$ cat config.mk
export PLATFORM = sky130hd
export DESIGN_NAME = lc3_ctrl_fsm
export DESIGN_NICKNAME = d
export VERILOG_FILES = /design/src/rtl/lc3_ctrl_pkg.sv /design/src/rtl/lc3_mem_wait.sv /design/src/rtl/lc3_ctrl_fsm.sv
export SDC_FILE = /design/constraint.sdc
export NUM_CORES = 1
export LEC_CHECK = 0
export CORE_AREA = 2 2 53 55
export DETAILED_ROUTE_END_ITERATION = 7
export DIE_AREA = 0 0 55 57
export GPL_TIMING_DRIVEN = 0
export PLACE_DENSITY = 0.82
export SYNTH_ARGS = -nofsm -noshare
export SYNTH_HDL_FRONTEND = slang
export SYNTH_SLANG_ARGS = --single-unit
$ cat constraint.sdc
create_clock -name clk -period 2.2 [get_ports clk]
set_clock_uncertainty 0.15 [all_clocks]
set_input_delay 0.33 -clock clk [delete_from_list [all_inputs] [get_ports clk]]
set_output_delay 0.33 -clock clk [all_outputs]
set_load 0.05 [all_outputs]
$ cat src/rtl/lc3_ctrl_pkg.sv
// Shared types and encodings for the LC-3 multi-cycle control unit.
// LC3_TRAP_EN adds the TRAP states T0..T3.
package lc3_ctrl_pkg;

    typedef enum logic [4:0] {
        S_IDLE = 5'd0,
        S_F0   = 5'd1,
        S_F1   = 5'd2,
        S_F2   = 5'd3,
        S_DEC  = 5'd4,
        S_ADD  = 5'd5,
        S_AND  = 5'd6,
        S_NOT  = 5'd7,
        S_BR0  = 5'd8,
        S_JMP  = 5'd9,
        S_J0   = 5'd10,
        S_J1   = 5'd11,
        S_LEA  = 5'd12,
        S_A0   = 5'd13,
        S_M0   = 5'd14,
        S_W0   = 5'd15,
        S_S0   = 5'd16,
        S_S1   = 5'd17,
        S_HALT = 5'd18
`ifdef LC3_TRAP_EN
        ,
        S_T0   = 5'd19,
        S_T1   = 5'd20,
        S_T2   = 5'd21,
        S_T3   = 5'd22
`endif
    } state_t;

    localparam logic [3:0] OP_BR   = 4'b0000;
    localparam logic [3:0] OP_ADD  = 4'b0001;
    localparam logic [3:0] OP_LD   = 4'b0010;
    localparam logic [3:0] OP_ST   = 4'b0011;
    localparam logic [3:0] OP_JSR  = 4'b0100;
    localparam logic [3:0] OP_AND  = 4'b0101;
    localparam logic [3:0] OP_LDR  = 4'b0110;
    localparam logic [3:0] OP_STR  = 4'b0111;
    localparam logic [3:0] OP_NOT  = 4'b1001;
    localparam logic [3:0] OP_JMP  = 4'b1100;
    localparam logic [3:0] OP_LEA  = 4'b1110;
    localparam logic [3:0] OP_TRAP = 4'b1111;

    localparam logic [1:0] PC_PLUS1 = 2'd0;
    localparam logic [1:0] PC_BUS   = 2'd1;
    localparam logic [1:0] PC_ADDER = 2'd2;

    localparam logic [1:0] A2_ZERO  = 2'd0;
    localparam logic [1:0] A2_OFF6  = 2'd1;
    localparam logic [1:0] A2_OFF9  = 2'd2;
    localparam logic [1:0] A2_OFF11 = 2'd3;

    localparam logic [1:0] ALU_ADD   = 2'd0;
    localparam logic [1:0] ALU_AND   = 2'd1;
    localparam logic [1:0] ALU_NOT   = 2'd2;
    localparam logic [1:0] ALU_PASSA = 2'd3;

    // States that hold a memory request open until mem_ready.
    function automatic logic is_wait(input state_t s);
        return (s == S_F1) || (s == S_M0) || (s == S_S1)
`ifdef LC3_TRAP_EN
               || (s == S_T2)
`endif
               ;
    endfunction

endpackage

$ cat src/rtl/lc3_mem_wait.sv
// Memory wait counter with optional timeout for the LC-3 control unit.
module lc3_mem_wait #(
    parameter int MEM_TIMEOUT = 0,
    parameter int CNT_W       = 8
) (
    input  logic clk,
    input  logic rst_n,
    input  logic start,
    input  logic mem_ready,
    output logic done,
    output logic timeout
);

    localparam logic [CNT_W-1:0] LIMIT = CNT_W'(MEM_TIMEOUT - 1);

    logic [CNT_W-1:0] cnt;

    // start is high for the whole stay in a wait state; low clears the count.
    always_ff @(posedge clk or negedge rst_n) begin
        if (!rst_n) begin
            cnt <= '0;
        end else if (!start) begin
            cnt <= '0;
        end else if (!mem_ready && (cnt != '1)) begin
            cnt <= cnt + CNT_W'(1);
        end
    end

    assign done = start & mem_ready;
    // Fires on the edge where the count would reach MEM_TIMEOUT.
    assign timeout = (MEM_TIMEOUT != 0) && start && !mem_ready && (cnt == LIMIT);

endmodule

$ cat src/rtl/lc3_ctrl_fsm.sv
// LC-3 multi-cycle control FSM: fetch, decode, execute, writeback.
// Define LC3_TRAP_EN to execute TRAP (1111); otherwise it halts as illegal.
module lc3_ctrl_fsm
    import lc3_ctrl_pkg::*;
#(
    parameter int MEM_TIMEOUT = 0,
    parameter int CNT_W       = 8
) (
    input  logic        clk,
    input  logic        rst_n,
    input  logic [15:0] ir,
    input  logic        n_flag,
    input  logic        z_flag,
    input  logic        p_flag,
    input  logic        mem_ready,
    output logic        ld_mar,
    output logic        ld_mdr,
    output logic        ld_ir,
    output logic        ld_pc,
    output logic        ld_cc,
    output logic        ld_reg,
    output logic        gate_pc,
    output logic        gate_mdr,
    output logic        gate_alu,
    output logic        gate_marmux,
    output logic        dr_mux,
    output logic        sr1_mux,
    output logic [1:0]  pc_mux,
    output logic        addr1_mux,
    output logic [1:0]  addr2_mux,
    output logic        marmux,
    output logic [1:0]  alu_op,
    output logic        mem_en,
    output logic        mem_we,
    output logic        illegal,
    output logic [4:0]  state_o
);

    state_t state, state_next;
    logic   wait_active, mem_done, mem_timeout, br_taken, unused_ir;

    assign wait_active = is_wait(state);
    assign br_taken    = (ir[11] & n_flag) | (ir[10] & z_flag) | (ir[9] & p_flag);
    assign unused_ir   = ^ir[8:0];
    assign state_o     = state;

    lc3_mem_wait #(
        .MEM_TIMEOUT (MEM_TIMEOUT),
        .CNT_W       (CNT_W)
    ) u_mem_wait (
        .clk       (clk),
        .rst_n     (rst_n),
        .start     (wait_active),
        .mem_ready (mem_ready),
        .done      (mem_done),
        .timeout   (mem_timeout)
    );

    always_ff @(posedge clk or negedge rst_n) begin
        if (!rst_n) state <= S_IDLE;
        else        state <= state_next;
    end

    always_comb begin
        state_next = state;
        case (state)
            S_IDLE: state_next = S_F0;
            S_F0:   state_next = S_F1;
            S_F1: begin
                if (mem_done)         state_next = S_F2;
                else if (mem_timeout) state_next = S_HALT;
            end
            S_F2:   state_next = S_DEC;
            S_DEC: begin
                case (ir[15:12])
                    OP_ADD:  state_next = S_ADD;
                    OP_AND:  state_next = S_AND;
                    OP_NOT:  state_next = S_NOT;
                    OP_BR:   state_next = br_taken ? S_BR0 : S_F0;
                    OP_JMP:  state_next = S_JMP;
                    OP_JSR:  state_next = S_J0;
                    OP_LEA:  state_next = S_LEA;
                    OP_LD, OP_LDR, OP_ST, OP_STR: state_next = S_A0;
`ifdef LC3_TRAP_EN
                    OP_TRAP: state_next = S_T0;
`else
                    OP_TRAP: state_next = S_HALT;
`endif
                    // Indirect loads/stores and reserved opcodes are not executed.
                    default: state_next = S_HALT;
                endcase
            end
            S_ADD, S_AND, S_NOT, S_BR0, S_JMP, S_J1, S_LEA, S_W0: state_next = S_F0;
            S_J0:   state_next = S_J1;
            S_A0:   state_next = ir[12] ? S_S0 : S_M0;
            S_M0: begin
                if (mem_done)         state_next = S_W0;
                else if (mem_timeout) state_next = S_HALT;
            end
            S_S0:   state_next = S_S1;
            S_S1: begin
                if (mem_done)         state_next = S_F0;
                else if (mem_timeout) state_next = S_HALT;
            end
            S_HALT: state_next = S_HALT;
`ifdef LC3_TRAP_EN
            S_T0:   state_next = S_T1;
            S_T1:   state_next = S_T2;
            S_T2: begin
                if (mem_done)         state_next = S_T3;
                else if (mem_timeout) state_next = S_HALT;
            end
            S_T3:   state_next = S_F0;
`endif
            default: state_next = S_HALT;
        endcase
    end

    // IR is stable from DEC onward, so the mode bits used in A0/J1 are constant per state.
    always_comb begin
        ld_mar = 1'b0; ld_mdr = 1'b0; ld_ir = 1'b0; ld_pc = 1'b0;
        ld_cc = 1'b0; ld_reg = 1'b0;
        gate_pc = 1'b0; gate_mdr = 1'b0; gate_alu = 1'b0; gate_marmux = 1'b0;
        dr_mux = 1'b0; sr1_mux = 1'b0; pc_mux = PC_PLUS1; addr1_mux = 1'b0;
        addr2_mux = A2_ZERO; marmux = 1'b0; alu_op = ALU_ADD;
        mem_en = 1'b0; mem_we = 1'b0; illegal = 1'b0;
        case (state)
            S_F0:  begin gate_pc = 1'b1; ld_mar = 1'b1; pc_mux = PC_PLUS1; ld_pc = 1'b1; end
            S_F1:  begin mem_en = 1'b1; ld_mdr = 1'b1; end
            S_F2:  begin gate_mdr = 1'b1; ld_ir = 1'b1; end
            S_ADD: begin sr1_mux = 1'b1; gate_alu = 1'b1; ld_reg = 1'b1; ld_cc = 1'b1; alu_op = ALU_ADD; end
            S_AND: begin sr1_mux = 1'b1; gate_alu = 1'b1; ld_reg = 1'b1; ld_cc = 1'b1; alu_op = ALU_AND; end
            S_NOT: begin sr1_mux = 1'b1; gate_alu = 1'b1; ld_reg = 1'b1; ld_cc = 1'b1; alu_op = ALU_NOT; end
            S_BR0: begin addr2_mux = A2_OFF9; pc_mux = PC_ADDER; ld_pc = 1'b1; end
            S_JMP: begin sr1_mux = 1'b1; alu_op = ALU_PASSA; gate_alu = 1'b1; pc_mux = PC_BUS; ld_pc = 1'b1; end
            S_J0:  begin gate_pc = 1'b1; dr_mux = 1'b1; ld_reg = 1'b1; end
            S_J1: begin
                ld_pc = 1'b1;
                if (ir[11]) begin
                    addr2_mux = A2_OFF11; pc_mux = PC_ADDER;
                end else begin
                    sr1_mux = 1'b1; alu_op = ALU_PASSA; gate_alu = 1'b1; pc_mux = PC_BUS;
                end
            end
            S_LEA: begin addr2_mux = A2_OFF9; marmux = 1'b1; gate_marmux = 1'b1; ld_reg = 1'b1; ld_cc = 1'b1; end
            S_A0: begin
                ld_mar = 1'b1; gate_marmux = 1'b1; marmux = 1'b1;
                if (ir[14]) begin
                    addr1_mux = 1'b1; sr1_mux = 1'b1; addr2_mux = A2_OFF6;
                end else begin
                    addr2_mux = A2_OFF9;
                end
            end
            S_M0:  begin mem_en = 1'b1; ld_mdr = 1'b1; end
            S_W0:  begin gate_mdr = 1'b1; ld_reg = 1'b1; ld_cc = 1'b1; end
            S_S0:  begin alu_op = ALU_PASSA; gate_alu = 1'b1; ld_mdr = 1'b1; end
            S_S1:  begin mem_en = 1'b1; mem_we = 1'b1; end
            S_HALT: illegal = 1'b1;
`ifdef LC3_TRAP_EN
            S_T0:  begin gate_pc = 1'b1; dr_mux = 1'b1; ld_reg = 1'b1; end
            S_T1:  begin gate_marmux = 1'b1; ld_mar = 1'b1; end
            S_T2:  begin mem_en = 1'b1; ld_mdr = 1'b1; end
            S_T3:  begin gate_mdr = 1'b1; pc_mux = PC_BUS; ld_pc = 1'b1; end
`endif
            default: ;
        endcase
    end

endmodule

==> flow_summary_export.csv, run 1 <==
group,metric,value,unit
die,die_y,57,µm
timing,fmax,463,MHz
global_routing,grt_usage,22.1,%
worst_setup_path,crit_type,"reg2out",
logic_synthesis,synth_area_leaders,"dfrtp_1 (15%), nor2_1 (7.6%), nand2_1 (4.9%)",
global_routing,grt_pass1_wl,5190,µm
die,dieArea,3140,µm²
detailed_routing,ant_nets,0,
timing,setup_violations,0,
logic_synthesis,synth-main-ff-cell,"dfrtp_1",
layout,fin_nets,199,
logic_synthesis,yosysSeqAreaShare,14.9,%
global_routing,antenna_found_initial,0,
timing,max-slew-margin-rel,59.4,%
global_routing,grt_pass1_vias,1083,
clock_tree,cts_tree,"yes",
layout,final_cells,207,
layout,drive_above_1_share,48.3,%
placement,portBuffers,40,
power,leakage,0.675,nW
worst_setup_path,endpoint_kind,"primary output",
layout,largest_reg_flops,5,
worst_setup_path,setup.worst_path.start,"state_o[1]",
global_routing,grt-ovfl-total,0,
run,cap_violations,0,
logic_synthesis,syn-num-nets,150,
detailed_routing,firstDrtPassIters,4,
detailed_routing,drc,0,
logic_synthesis,synth_edf_count,0,
logic_synthesis,yosys.area.top_type_share,14.9,%
logic_synthesis,synth_area_per_cell,6.57,µm²
logic_synthesis,synth-warning-count,0,
placement,placed_cell_area,1490,µm²
clock_tree,numCtsBuffers,3,
detailed_routing,drt-wirelength-per-cell,16.3,µm
layout,design_area,1610,µm²
logic_synthesis,yosys.area.top_type,"dfrtp_1",
logic_synthesis,syn_inst,128,
clock_tree,clkTransAtPathRegs,0.05,ns
placement,dp.cells,199,
worst_setup_path,rr_startpoint,"state_o[0]",
worst_setup_path,critPathRequiredTime,1.72,ns
logic_synthesis,ys_async_sr_fraction,100,%
detailed_routing,drt_iter0_markers,45,
detailed_routing,vias,1216,
detailed_routing,via_per_inst,5.87,
power,peakVddDrop,0.000163,V
detailed_routing,drt-total-wl,3380,µm
timing,drv_slew,0,
die,core,2620,µm²
status,outcome,"completed",
hold_path,min_path_type,"in2async",
clock_tree,cts_hold_buf,0,
layout,final_common_cell,"clkdlybuf4s50_1",
worst_setup_path,cp.arrival,1.68,ns
timing,holdWs,0.151,ns
power,finalPower,0.000248,W
clock_tree,clock_path_buffers,2,
die,io_pins,50,
global_routing,grt_max_degree,11,
clock_tree,clkLatencyLatePin,0.24,ns
logic_synthesis,synth_cell_types,46,
clock_tree,cts_max_level,1,
timing,fin_crit,2.16,ns
layout,final_cell_mix,"clkdlybuf4s50_1 (15), buf_4 (13), nand2_1 (10)",
die,start_util,32.2,%
power,powerDensity,154,nW/µm²
worst_setup_path,crit_fanout,6,
layout,antenna_cells,0,
die,die_x,55,µm
worst_setup_path,cp-start-kind,"flip-flop",
timing,hold_viol,0,
die,row_count,19,
placement,gp_congestion,0.891,
timing,rsz0062_at_grt,"yes",
clock_tree,cts_root_buf,"clkbuf_4",
timing,timing.final.crit_share,98.2,%
layout,area_growth,91.8,%
logic_synthesis,syn_area,841,µm²
logic_synthesis,ys_seq_elements,5,
timing,worstMarginPinSlew,0.593,ns
placement,hpwl,2390,µm
clock_tree,cts.sinks,5,
layout,final_core_util,61.7,%
==> stage by stage <==
| step | setup TNS, ns | worst slack, ns |
|---|---|---|
| 6_report | 0 | 0.0395 |
| 5_1_grt | -0.105 | -0.0239 |
| 4_1_cts | -0.138 | -0.0730 |
| 3_5_place_dp | -9.80 | -0.618 |
| 3_3_place_gp | -9.25 | -0.577 |
| 2_1_floorplan | -0.305 | -0.266 |
==> logic make-up (layout without fill, tap and decap cells) <==
| logic type | Yosys count | count (layout) | share of synthesized area [%] |
|---|---|---|---|
| multiplexers | 1 | 1 | 1.19 |
| AO/OA/AOI/OAI | 42 | 42 | 35.1 |
| buffers and inverters | 21 | 69 | 11.3 |
| XOR/XNOR | 1 | 1 | 1.04 |
| flip-flops | 5 | 5 | 14.9 |
| AND/OR/NAND/NOR | 58 | 58 | 36.5 |
==> report_power, final <==
| part | internal, W | switching, W | total, W |
|---|---|---|---|
| sequential | 0.0000922 | 0 | 0.0000922 |
| clock | 0.0000686 | 0.0000379 | 0.000106 |
| combinational | 0.0000278 | 0.0000212 | 0.0000490 |
==> worst max-delay path: stages, from the launching register on <==
cell and delay, ns:
dfrtp_2 0.43, buf_2 0.22, nor3b_4 0.25, a21oi_1 0.11, o31ai_4 0.22, buf_6 0.20
==> synth_stat cells (2+ instances only) <==
cell type,instances
nand3_1,3
a21oi_1,8
a211oi_1,2
o21ai_0,5
and2_1,3
nor2_1,17
inv_1,9
nor2b_1,2
a21o_1,2
nand2_1,11
buf_2,4
nand2b_1,6
a2111oi_0,2
a2bb2oi_1,2
o22ai_1,5
nor3b_1,4
dfrtp_1,5
or3b_1,2
o211ai_1,2
nor3_1,4
clkbuf_1,5
==> per-layer routing <==
metal  vias up  GRT usage (%)  wire length [µm]  part of all wire (%)
li1        562              -                 -                     -
met1       580           29.2              1280                    38
met2        70           36.1              1760                    52
met3         4           4.19               319                   9.4
met4         0           6.62                22                  0.65
met5         -              0                 0                     0
==> timing repair <==
action | 4_1_cts | 5_1_grt
resized for setup | 146 | 27
buffers inserted | 0 | 7
endpoints found under the setup margin | 23 | 20
pin swaps | 1 | 4
==> layout make-up <==
| cell class | instances | area, µm² |
|---|---|---|
| buffer | 9 | 98.8 |
| clock buffer | 4 | 26.3 |
| fill | 241 | 1000 |
| inverter | 9 | 33.8 |
| multi-input combinational | 102 | 867 |
| sequential | 5 | 131 |
| tap | 31 | 38.8 |
| timing repair buffer | 47 | 417 |
==> worst paths after layout <==
path,end,cells after the start,slack [ns]
worst max register to register,state_o[1],5,0.09
worst max-delay path,mem_en,5,0.04
worst min-delay path,state_o[1],1,0.15
min in group clk,state_o[4],3,0.60
max in group asynchronous,state_o[2],1,1.54
worst min register to register,state_o[0],3,0.71
Power figures use the tool's default switching activity.
==> run 2: changes to the inputs <==
- GPL_ROUTABILITY_DRIVEN: not set -> 0
==> run 2 against run 1 <==
  * Maximum frequency is 0.44% lower
  * Non-clock buffer count is 4 lower
  * Clock-buffer cell count stayed put
  * Critical path type unchanged
  * Global-route usage is 0.54 points higher
  * Critical path depth is 1 higher
  * Die area stayed put
  * Sequential share of layout area is 0.051 points higher
  * Largest power group unchanged
==> flow_summary_export.csv, run 2 (synthesis gave the netlist of run 1 again) <==
group,metric,value,unit
status,outcome,"completed",
clock_tree,clock_path_buffers,2,
worst_setup_path,crit_fanout,10,
clock_tree,cts_hold_buf,0,
clock_tree,clkLatencyLatePin,0.25,ns
die,start_util,32.2,%
worst_setup_path,path_cells,"buf_6 > buf_6 > nor2_1 > o21ai_1 > a21oi_4 > buf_4",
timing,hold_viol,0,
worst_setup_path,crit_type,"reg2out",
worst_setup_path,reg2reg_setup_slack,0.16,ns
global_routing,grt_pass1_vias,1191,
layout,antenna_cells,0,
worst_setup_path,cp-start-kind,"flip-flop",
clock_tree,cts_root_buf,"clkbuf_4",
timing,setup_violations,0,
placement,dp.cells,199,
run,cap_violations,0,
layout,drive_above_1_share,45.3,%
global_routing,grt_pass1_wl,5360,µm
die,io_pins,50,
clock_tree,cts_tree,"yes",
clock_tree,numCtsBuffers,3,
layout,fin_nets,195,
clock_tree,cts.sinks,5,
detailed_routing,drt-wirelength-per-cell,16.2,µm
global_routing,grt_usage,22.7,%
layout,final_cells,203,
timing,drv_slew,0,
detailed_routing,drt_iter0_markers,52,
hold_path,min_path_type,"in2async",
detailed_routing,drt-total-wl,3280,µm
timing,timing.final.crit_share,98.6,%
detailed_routing,firstDrtPassIters,4,
layout,largest_reg_flops,5,
detailed_routing,drc,0,
die,die_y,57,µm
placement,pre_cts_slack,-0.604,ns
die,die_x,55,µm
worst_setup_path,cpMostUsedCell,"buf_6",
timing,fin_crit,2.17,ns
timing,rsz0062_at_grt,"yes",
clock_tree,cts_max_level,1,
power,leakage,0.682,nW
timing,worstMarginPinSlew,0.716,ns
timing,holdWs,0.145,ns
detailed_routing,ant_nets,0,
timing,setup_ws,0.0300,ns
detailed_routing,via_per_inst,5.87,
worst_setup_path,cp.arrival,1.69,ns
worst_setup_path,cp_slowest_cell,"dfrtp_2",
placement,portBuffers,40,
power,finalPower,0.000248,W
die,core,2620,µm²
layout,final_cell_mix,"clkdlybuf4s50_1 (16), buf_4 (11), buf_6 (10), nand2_1 (10)",
power,peakVddDrop,0.000157,V
die,row_count,19,
worst_setup_path,critPathRequiredTime,1.72,ns
power,powerDensity,155,nW/µm²
placement,hpwl,2390,µm
timing,max-slew-margin-rel,51.0,%
detailed_routing,vias,1191,
timing,fmax,461,MHz
worst_setup_path,slowest_delay,0.42,ns
global_routing,antenna_found_initial,0,
global_routing,grt-ovfl-total,0,
layout,area_growth,90.6,%
clock_tree,clkTransAtPathRegs,0.04,ns
layout,final_common_cell,"clkdlybuf4s50_1",
die,dieArea,3140,µm²
global_routing,grt_max_degree,11,
worst_setup_path,endpoint_kind,"primary output",
[run 2: changes by cell type in the layout (fill, tap and decap cells not counted), sizes merged]
| cell | change |
|---|---|
| dlymetal6s2s | -1 |
| buf | -1 |
| inv | -1 |
| clkinvlp | +1 |
| clkbuf | -3 |
| clkdlybuf4s50 | +1 |
[run 2: metal layers]
metal / GRT usage, % / wire length (µm) / vias to the layer above
met2: 37.9 / 1680 / 69
met1: 30.5 / 1290 / 564
li1: - / - / 554
met3: 1.05 / 284 / 4
met4: 8.01 / 29 / 0
met5: 0 / 0 / -
[run 2: worst max-delay path: cells and delay by family (launching register included)]
kind,cells,cell delay [ns]
DFF,1,0.42
buffers and inverters,3,0.52
and+or+nand+nor,1,0.19
AOI/OAI and AO/OA,2,0.32
[run 2: through the flow]
stage	setup TNS [ns]	util [%]	area [µm²]
2_1_floorplan	-0.305	-	1050
3_5_place_dp	-9.73	56.9	1490
5_1_grt	-0.0905	61.3	1600
4_1_cts	-0.172	58.4	1530
6_report	0	61.3	1600
3_3_place_gp	-9.10	56.9	1490
[run 2: final cells by class]
cell class / count / area, µm²
Clock buffer: 4 / 26.3
Sequential cell: 5 / 131
Inverter: 9 / 37.5
Buffer: 11 / 135
Multi-Input combinational cell: 102 / 870
Tap cell: 31 / 38.8
Fill cell: 234 / 1010
Timing Repair Buffer: 41 / 364
[run 2: repair_timing]
item	CTS	global route
setup buffers	0	1
endpoints found under the setup margin	23	18
resized for setup	143	28
pin swaps	1	1
[run 2: report_power, final]
group | internal, W | switching (W) | leakage [nW]
Combinational | 0.0000278 | 0.0000211 | 0.613
Clock | 0.0000686 | 0.0000386 | 0.0150
Sequential | 0.0000923 | 0 | 0.0538
[run 2: worst paths after layout]
| check | to | depth (start not counted) | start |
|---|---|---|---|
| setup / recovery | ld_mdr | 6 | state_o[3] |
| hold / removal | state_o[2] | 1 | rst_n |
| setup reg to reg | state_o[4] | 5 | state_o[4] |
| hold reg to reg | state_o[3] | 4 | state_o[0] |
| max in group asynchronous | state_o[1] | 1 | rst_n |
| min in group clk | state_o[1] | 3 | mem_ready |
==> run 3: changes to the inputs <==
- CTS_CLUSTER_DIAMETER: not set -> 40
==> results of run 3 <==
Same layout as run 2: the final DEF is identical, and so are final timing and power.
